$ cat src/rtl/sample_page_buffer.sv
// sample_page_buffer: ping-pong page buffer between an ADC sample stream and an
// I2C EEPROM page writer. One bank fills from samples while the other drains
// byte-by-byte with a valid/ready handshake and a running page start address.
module sample_page_buffer #(
    parameter int unsigned PAGE_BYTES = 32,
    parameter int unsigned ADDR_W     = 15
) (
    input  logic              CLK_50MHz,
    input  logic              RESET,
    input  logic [7:0]        Sample_word,
    input  logic              Sample_valid,
    output logic [7:0]        Byte_out,
    output logic              Byte_valid,
    input  logic              Byte_ready,
    output logic              Page_first,
    output logic              Page_last,
    output logic [ADDR_W-1:0] Mem_addr,
    output logic              Overrun
);

    localparam int unsigned     IDX_W    = $clog2(PAGE_BYTES);
    localparam logic [IDX_W-1:0] LAST_IDX = IDX_W'(PAGE_BYTES - 1);

    typedef enum logic [1:0] {IDLE, FETCH, SEND} rd_state_t;

    logic [7:0]       bank_mem [2*PAGE_BYTES];
    logic             wr_bank;
    logic             rd_bank;
    logic [IDX_W-1:0] wr_idx;
    logic [IDX_W-1:0] rd_idx;
    logic [1:0]       full;
    rd_state_t        state;
    logic             store;
    logic             page_done;

    // The full check uses the registered flag, so a bank freed on this edge
    // still rejects a sample arriving in the same cycle.
    assign store      = Sample_valid && !full[wr_bank];
    assign page_done  = (state == SEND) && Byte_ready && (rd_idx == LAST_IDX);
    assign Byte_valid = (state == SEND);

    // Sample storage; deliberately left out of reset.
    always_ff @(posedge CLK_50MHz) begin
        if (store) begin
            bank_mem[{wr_bank, wr_idx}] <= Sample_word;
        end
    end

    // Write-side index/bank advance and sticky overrun on a dropped sample.
    always_ff @(posedge CLK_50MHz or posedge RESET) begin
        if (RESET) begin
            wr_bank <= 1'b0;
            wr_idx  <= '0;
            Overrun <= 1'b0;
        end else if (Sample_valid) begin
            if (full[wr_bank]) begin
                Overrun <= 1'b1;
            end else if (wr_idx == LAST_IDX) begin
                wr_idx  <= '0;
                wr_bank <= ~wr_bank;
            end else begin
                wr_idx <= wr_idx + IDX_W'(1);
            end
        end
    end

    // Bank full flags: set by the writer, cleared by the reader; the two
    // always address different banks, so both updates land on the same edge.
    always_ff @(posedge CLK_50MHz or posedge RESET) begin
        if (RESET) begin
            full <= 2'b00;
        end else begin
            if (store && (wr_idx == LAST_IDX)) begin
                full[wr_bank] <= 1'b1;
            end
            if (page_done) begin
                full[rd_bank] <= 1'b0;
            end
        end
    end

    // Read-side FSM with registered byte, page markers and page address.
    always_ff @(posedge CLK_50MHz or posedge RESET) begin
        if (RESET) begin
            state      <= IDLE;
            rd_bank    <= 1'b0;
            rd_idx     <= '0;
            Byte_out   <= 8'h00;
            Page_first <= 1'b0;
            Page_last  <= 1'b0;
            Mem_addr   <= '0;
        end else begin
            unique case (state)
                IDLE: begin
                    if (full[rd_bank]) begin
                        state <= FETCH;
                    end
                end
                FETCH: begin
                    Byte_out   <= bank_mem[{rd_bank, rd_idx}];
                    Page_first <= (rd_idx == '0);
                    Page_last  <= (rd_idx == LAST_IDX);
                    state      <= SEND;
                end
                SEND: begin
                    if (Byte_ready) begin
                        if (rd_idx == LAST_IDX) begin
                            rd_idx   <= '0;
                            rd_bank  <= ~rd_bank;
                            Mem_addr <= Mem_addr + ADDR_W'(PAGE_BYTES);
                            state    <= IDLE;
                        end else begin
                            rd_idx <= rd_idx + IDX_W'(1);
                            state  <= FETCH;
                        end
                    end
                end
                default: state <= IDLE;
            endcase
        end
    end

endmodule

$ cat config.mk
export PLATFORM = sky130hd
export DESIGN_NAME = sample_page_buffer
export DESIGN_NICKNAME = d
export VERILOG_FILES = /design/src/rtl/sample_page_buffer.sv
export SDC_FILE = /design/constraint.sdc
export NUM_CORES = 1
export LEC_CHECK = 0
export BUFFER_PORTS_ARGS = -buffer_cell sky130_fd_sc_hd__buf_2
export CAP_MARGIN = 20
export CORE_MARGIN = 3
export CORE_UTILIZATION = 40
export CTS_BUF_LIST = sky130_fd_sc_hd__clkbuf_8
export DETAILED_ROUTE_END_ITERATION = 16
export GPL_TIMING_DRIVEN = 0
export PLACE_DENSITY = 0.55
export SETUP_SLACK_MARGIN = 0.02
export SLEW_MARGIN = 15
export SYNTH_ARGS = -nofsm -noshare
export SYNTH_HDL_FRONTEND = slang
export SYNTH_SLANG_ARGS = --single-unit
$ cat constraint.sdc
create_clock -name CLK_50MHz -period 3.3 [get_ports CLK_50MHz]
set_clock_uncertainty 0.15 [all_clocks]
set_input_delay 0.66 -clock CLK_50MHz [delete_from_list [all_inputs] [get_ports CLK_50MHz]]
set_output_delay 0.66 -clock CLK_50MHz [all_outputs]
set_load 0.01 [all_outputs]
==> reports/qor.txt <==
Tmin final = 3.36 ns
die width = 239 um
final hold vios = 0
sequential fraction of the synthesis area = 75.2%
area of the die = 57,000 um2
Final Cycle Share = 102%
fin util = 46.5%
Layout Cells excl Fill = 2,025
Synth top area share = 71.0%
Critical Path AT = 3.48 ns
synthesized area = 21,700 um2
Yosys warning count = 0
Pwr Density = 773 nW/um2
RSZ-0062 raised after global routing = yes
worst-skew pair later-pin latency = 0.67 ns
CTS root buf = clkbuf_8
pin slew with the least headroom to its limit = 1.07 ns
grt ovf = 0
Slew Limit Fails = 0
CP top delay family = simple AND/OR/NAND/NOR gates
CTS tree = built
Max Cap Violations = 0
core area = 53,100 um2
clock slew at reported path FFs = 0.06 ns
fin nets = 1,278
Die Ht = 239 um
CP cell instances = mux2i_1, and2_1, clkbuf_1, nand3_1, nor2_2
dominant synthesized flop cell = edfxtp_1
Inserted Clock Buffers = 91
HP Class = in -> reg
Worst path slowest cell = nor2_2
Placement Cell Area = 22,800 um2
CP bufs+invs = 1
f_max = 298 MHz
ANT nets after route = 0
startpoint types = flop
largest net degree at the start of global routing = 65
drt wl/cell = 29.8 um
Finished Cell Area = 24,700 um2
Pleak = 8.25 nW
Avg Inst Size Synth = 19.3 um2
worst setup path startpoint = wr_bank
H-tree depth = 3
Max clock buf depth = 3
drt first pass iters = 5
top cells by area, synth = edfxtp_1, mux4_2, dfrtp_1, mux2i_1, mux4_1
Vias/cell = 5.77
slowest stage delay, CP = 0.82 ns
r2r startpoint = wr_bank
VDD IR max = 379 uV
IO buf count = 33
status = finished, violations left
Tot GR Track Use = 21.6%
# IOs = 39
routed wire length = 60.4 mm
HP Start = Byte_ready
P&R area growth vs syn = 14.0%
DRC Markers = 0
Vias = 11,700
initial antenna violation count = 0
Inst Count DP = 1,853
CTS sink cnt = 549
Starting DRT DRC Count = 1,307
Post-Synthesis Cells = 1,123
failing checks = setup timing
share of layout cells above drive strength 1 = 26.8%
Setup violations, final = 24
post-synthesis async set-or-reset flop share = 6.74%
critical path required time = 3.43 ns
EDFF count, synth = 512
post-synth cell types = 55
DP HPWL = 39.1 mm
Row Count = 84
GPL Wtd Cong = 0.869
first-pass GRT wire length = 86.5 mm
final worst setup slack = -0.0551 ns
fillers = 4,486
vias in the first global route = 11,900
relative slew slack = 28.4%
critical path endpoint category = flop
Starting Density = 40.8%
top cell type by total area after synthesis = edfxtp_1
antenna cells = 0
Critical Setup Path Class = reg -> reg
Max FO, Critical Path = 10
#FFs+latches synth = 549
[cells in the mapped netlist (5+ instances only)]
| cell | n |
|---|---|
| edfxtp_1 | 512 |
| nor2_1 | 89 |
| mux4_2 | 84 |
| mux2i_1 | 66 |
| nand2_1 | 38 |
| dfrtp_1 | 37 |
| mux2_2 | 27 |
| buf_2 | 21 |
| clkbuf_1 | 20 |
| nand3_1 | 18 |
| o221ai_1 | 14 |
| mux4_1 | 13 |
| o21ai_0 | 13 |
| o22ai_1 | 12 |
| a211o_1 | 10 |
| a22oi_1 | 10 |
| buf_4 | 10 |
| a21oi_1 | 8 |
| buf_1 | 8 |
| inv_1 | 8 |
| xnor2_1 | 7 |
| a221oi_1 | 6 |
| ha_1 | 6 |
| nor2b_1 | 6 |
| o211ai_1 | 6 |
| and3_1 | 5 |
| nand4_1 | 5 |
| nor4_1 | 5 |
| xor2_1 | 5 |
[power breakdown]
group          switching [mW]  total, mW  internal [mW]
Clock                    2.73       5.56           2.84
Sequential              0.209       8.15           7.94
Combinational            3.37       5.37           1.99
[placed cells by master (no fill, tap or decap), types with 6 or more instances in the layout]
| cell type | instances |
|---|---|
| a211o_1 | 10 |
| a21oi_1 | 8 |
| a221oi_1 | 6 |
| a22oi_1 | 10 |
| buf_2 | 43 |
| buf_4 | 19 |
| clkbuf_1 | 14 |
| clkbuf_8 | 95 |
| clkinv_1 | 20 |
| clkinv_2 | 14 |
| dfrtp_1 | 37 |
| edfxtp_1 | 512 |
| ha_1 | 6 |
| inv_1 | 43 |
| mux2_2 | 27 |
| mux2i_1 | 66 |
| mux4_1 | 13 |
| mux4_2 | 84 |
| nand2_1 | 38 |
| nand3_1 | 18 |
| nor2_1 | 48 |
| nor2_2 | 39 |
| nor2b_1 | 6 |
| o211ai_1 | 6 |
| o21ai_0 | 13 |
| o221ai_1 | 14 |
| o22ai_1 | 12 |
| xnor2_1 | 7 |
[cell families (layout without fill, tap and decap cells)]
kind of cell	after synthesis	after routing	share of synthesized area [%]
muxes	190	190	14.8
AOI/OAI and AO/OA	105	105	3.57
adders and majority gates	6	6	0.347
buffers and inverters	71	281	1.63
other	1	5	0.0173
DFF	549	549	75.2
xor gates and xnor gates	12	12	0.485
and+or+nand+nor	189	189	3.93
[stage by stage]
| step | hold WS [ns] | total power, mW | worst slack [ns] | TNS, ns |
|---|---|---|---|---|
| floorplan | 0.280 | 11.4 | 0.372 | 0 |
| global placement | 0.296 | 13.5 | -1.22 | -59.15 |
| detailed placement | 0.304 | 13.6 | -1.22 | -71.22 |
| CTS | 0.0705 | 19.2 | -0.0578 | -1.40 |
| global route | 0.0944 | 19.8 | -0.186 | -18.75 |
| finish | 0.128 | 19.1 | -0.0551 | -0.621 |
[cell type report]
cell class / instances / area, um2 / area share (%)
Sequential cell: 549 / 16300 / 66.0
Multi-Input combinational cell: 507 / 5140 / 20.8
Tap cell: 688 / 861 / 3.49
Clock inverter: 75 / 370 / 1.50
Timing Repair Buffer: 43 / 320 / 1.30
Clock buffer: 95 / 1310 / 5.29
Inverter: 10 / 37.5 / 0.152
Buffer: 58 / 352 / 1.42
[per-layer routing]
layer | up-vias | part of all wire [%] | GRT usage [%]
met3 | 116 | 9.1 | 6.50
met1 | 6163 | 43 | 30.7
met2 | 540 | 44 | 31.9
met4 | 0 | 3.4 | 7.75
met5 | - | 0 | 0
li1 | 4872 | - | -
[worst paths after layout]
kind	endpoint	depth (start not counted)	slack, ns
max in group asynchronous	wr_idx[2]	4	2.25
min in group asynchronous	Mem_addr[9]	3	0.33
setup reg to reg	bank_mem[5][2]	5	-0.06
hold reg to reg	state[0]	1	0.32
hold / removal	state[1]	2	0.13
setup / recovery	bank_mem[5][2]	5	-0.06
[flip-flops by register name, summed over array words and instances (netlist names)]
name and flops:
Mem_addr 10, rd_bank 1, full 2, Page_first 1
Byte_out 8, wr_idx 5, rd_idx 5, wr_bank 1
bank_mem 512, state 2, Page_last 1, Overrun 1
[timing repair]
item | CTS | global route
pin swaps | 1 | 1
endpoints found under the hold margin | 19 | 0
cloned | 0 | 0
buffers inserted | 1 | 0
hold buffers | 1 | 0
endpoints found under the setup margin | 245 | 250
gates resized for setup | 47 | 25
Note: power is estimated with default switching activity, not from simulation.
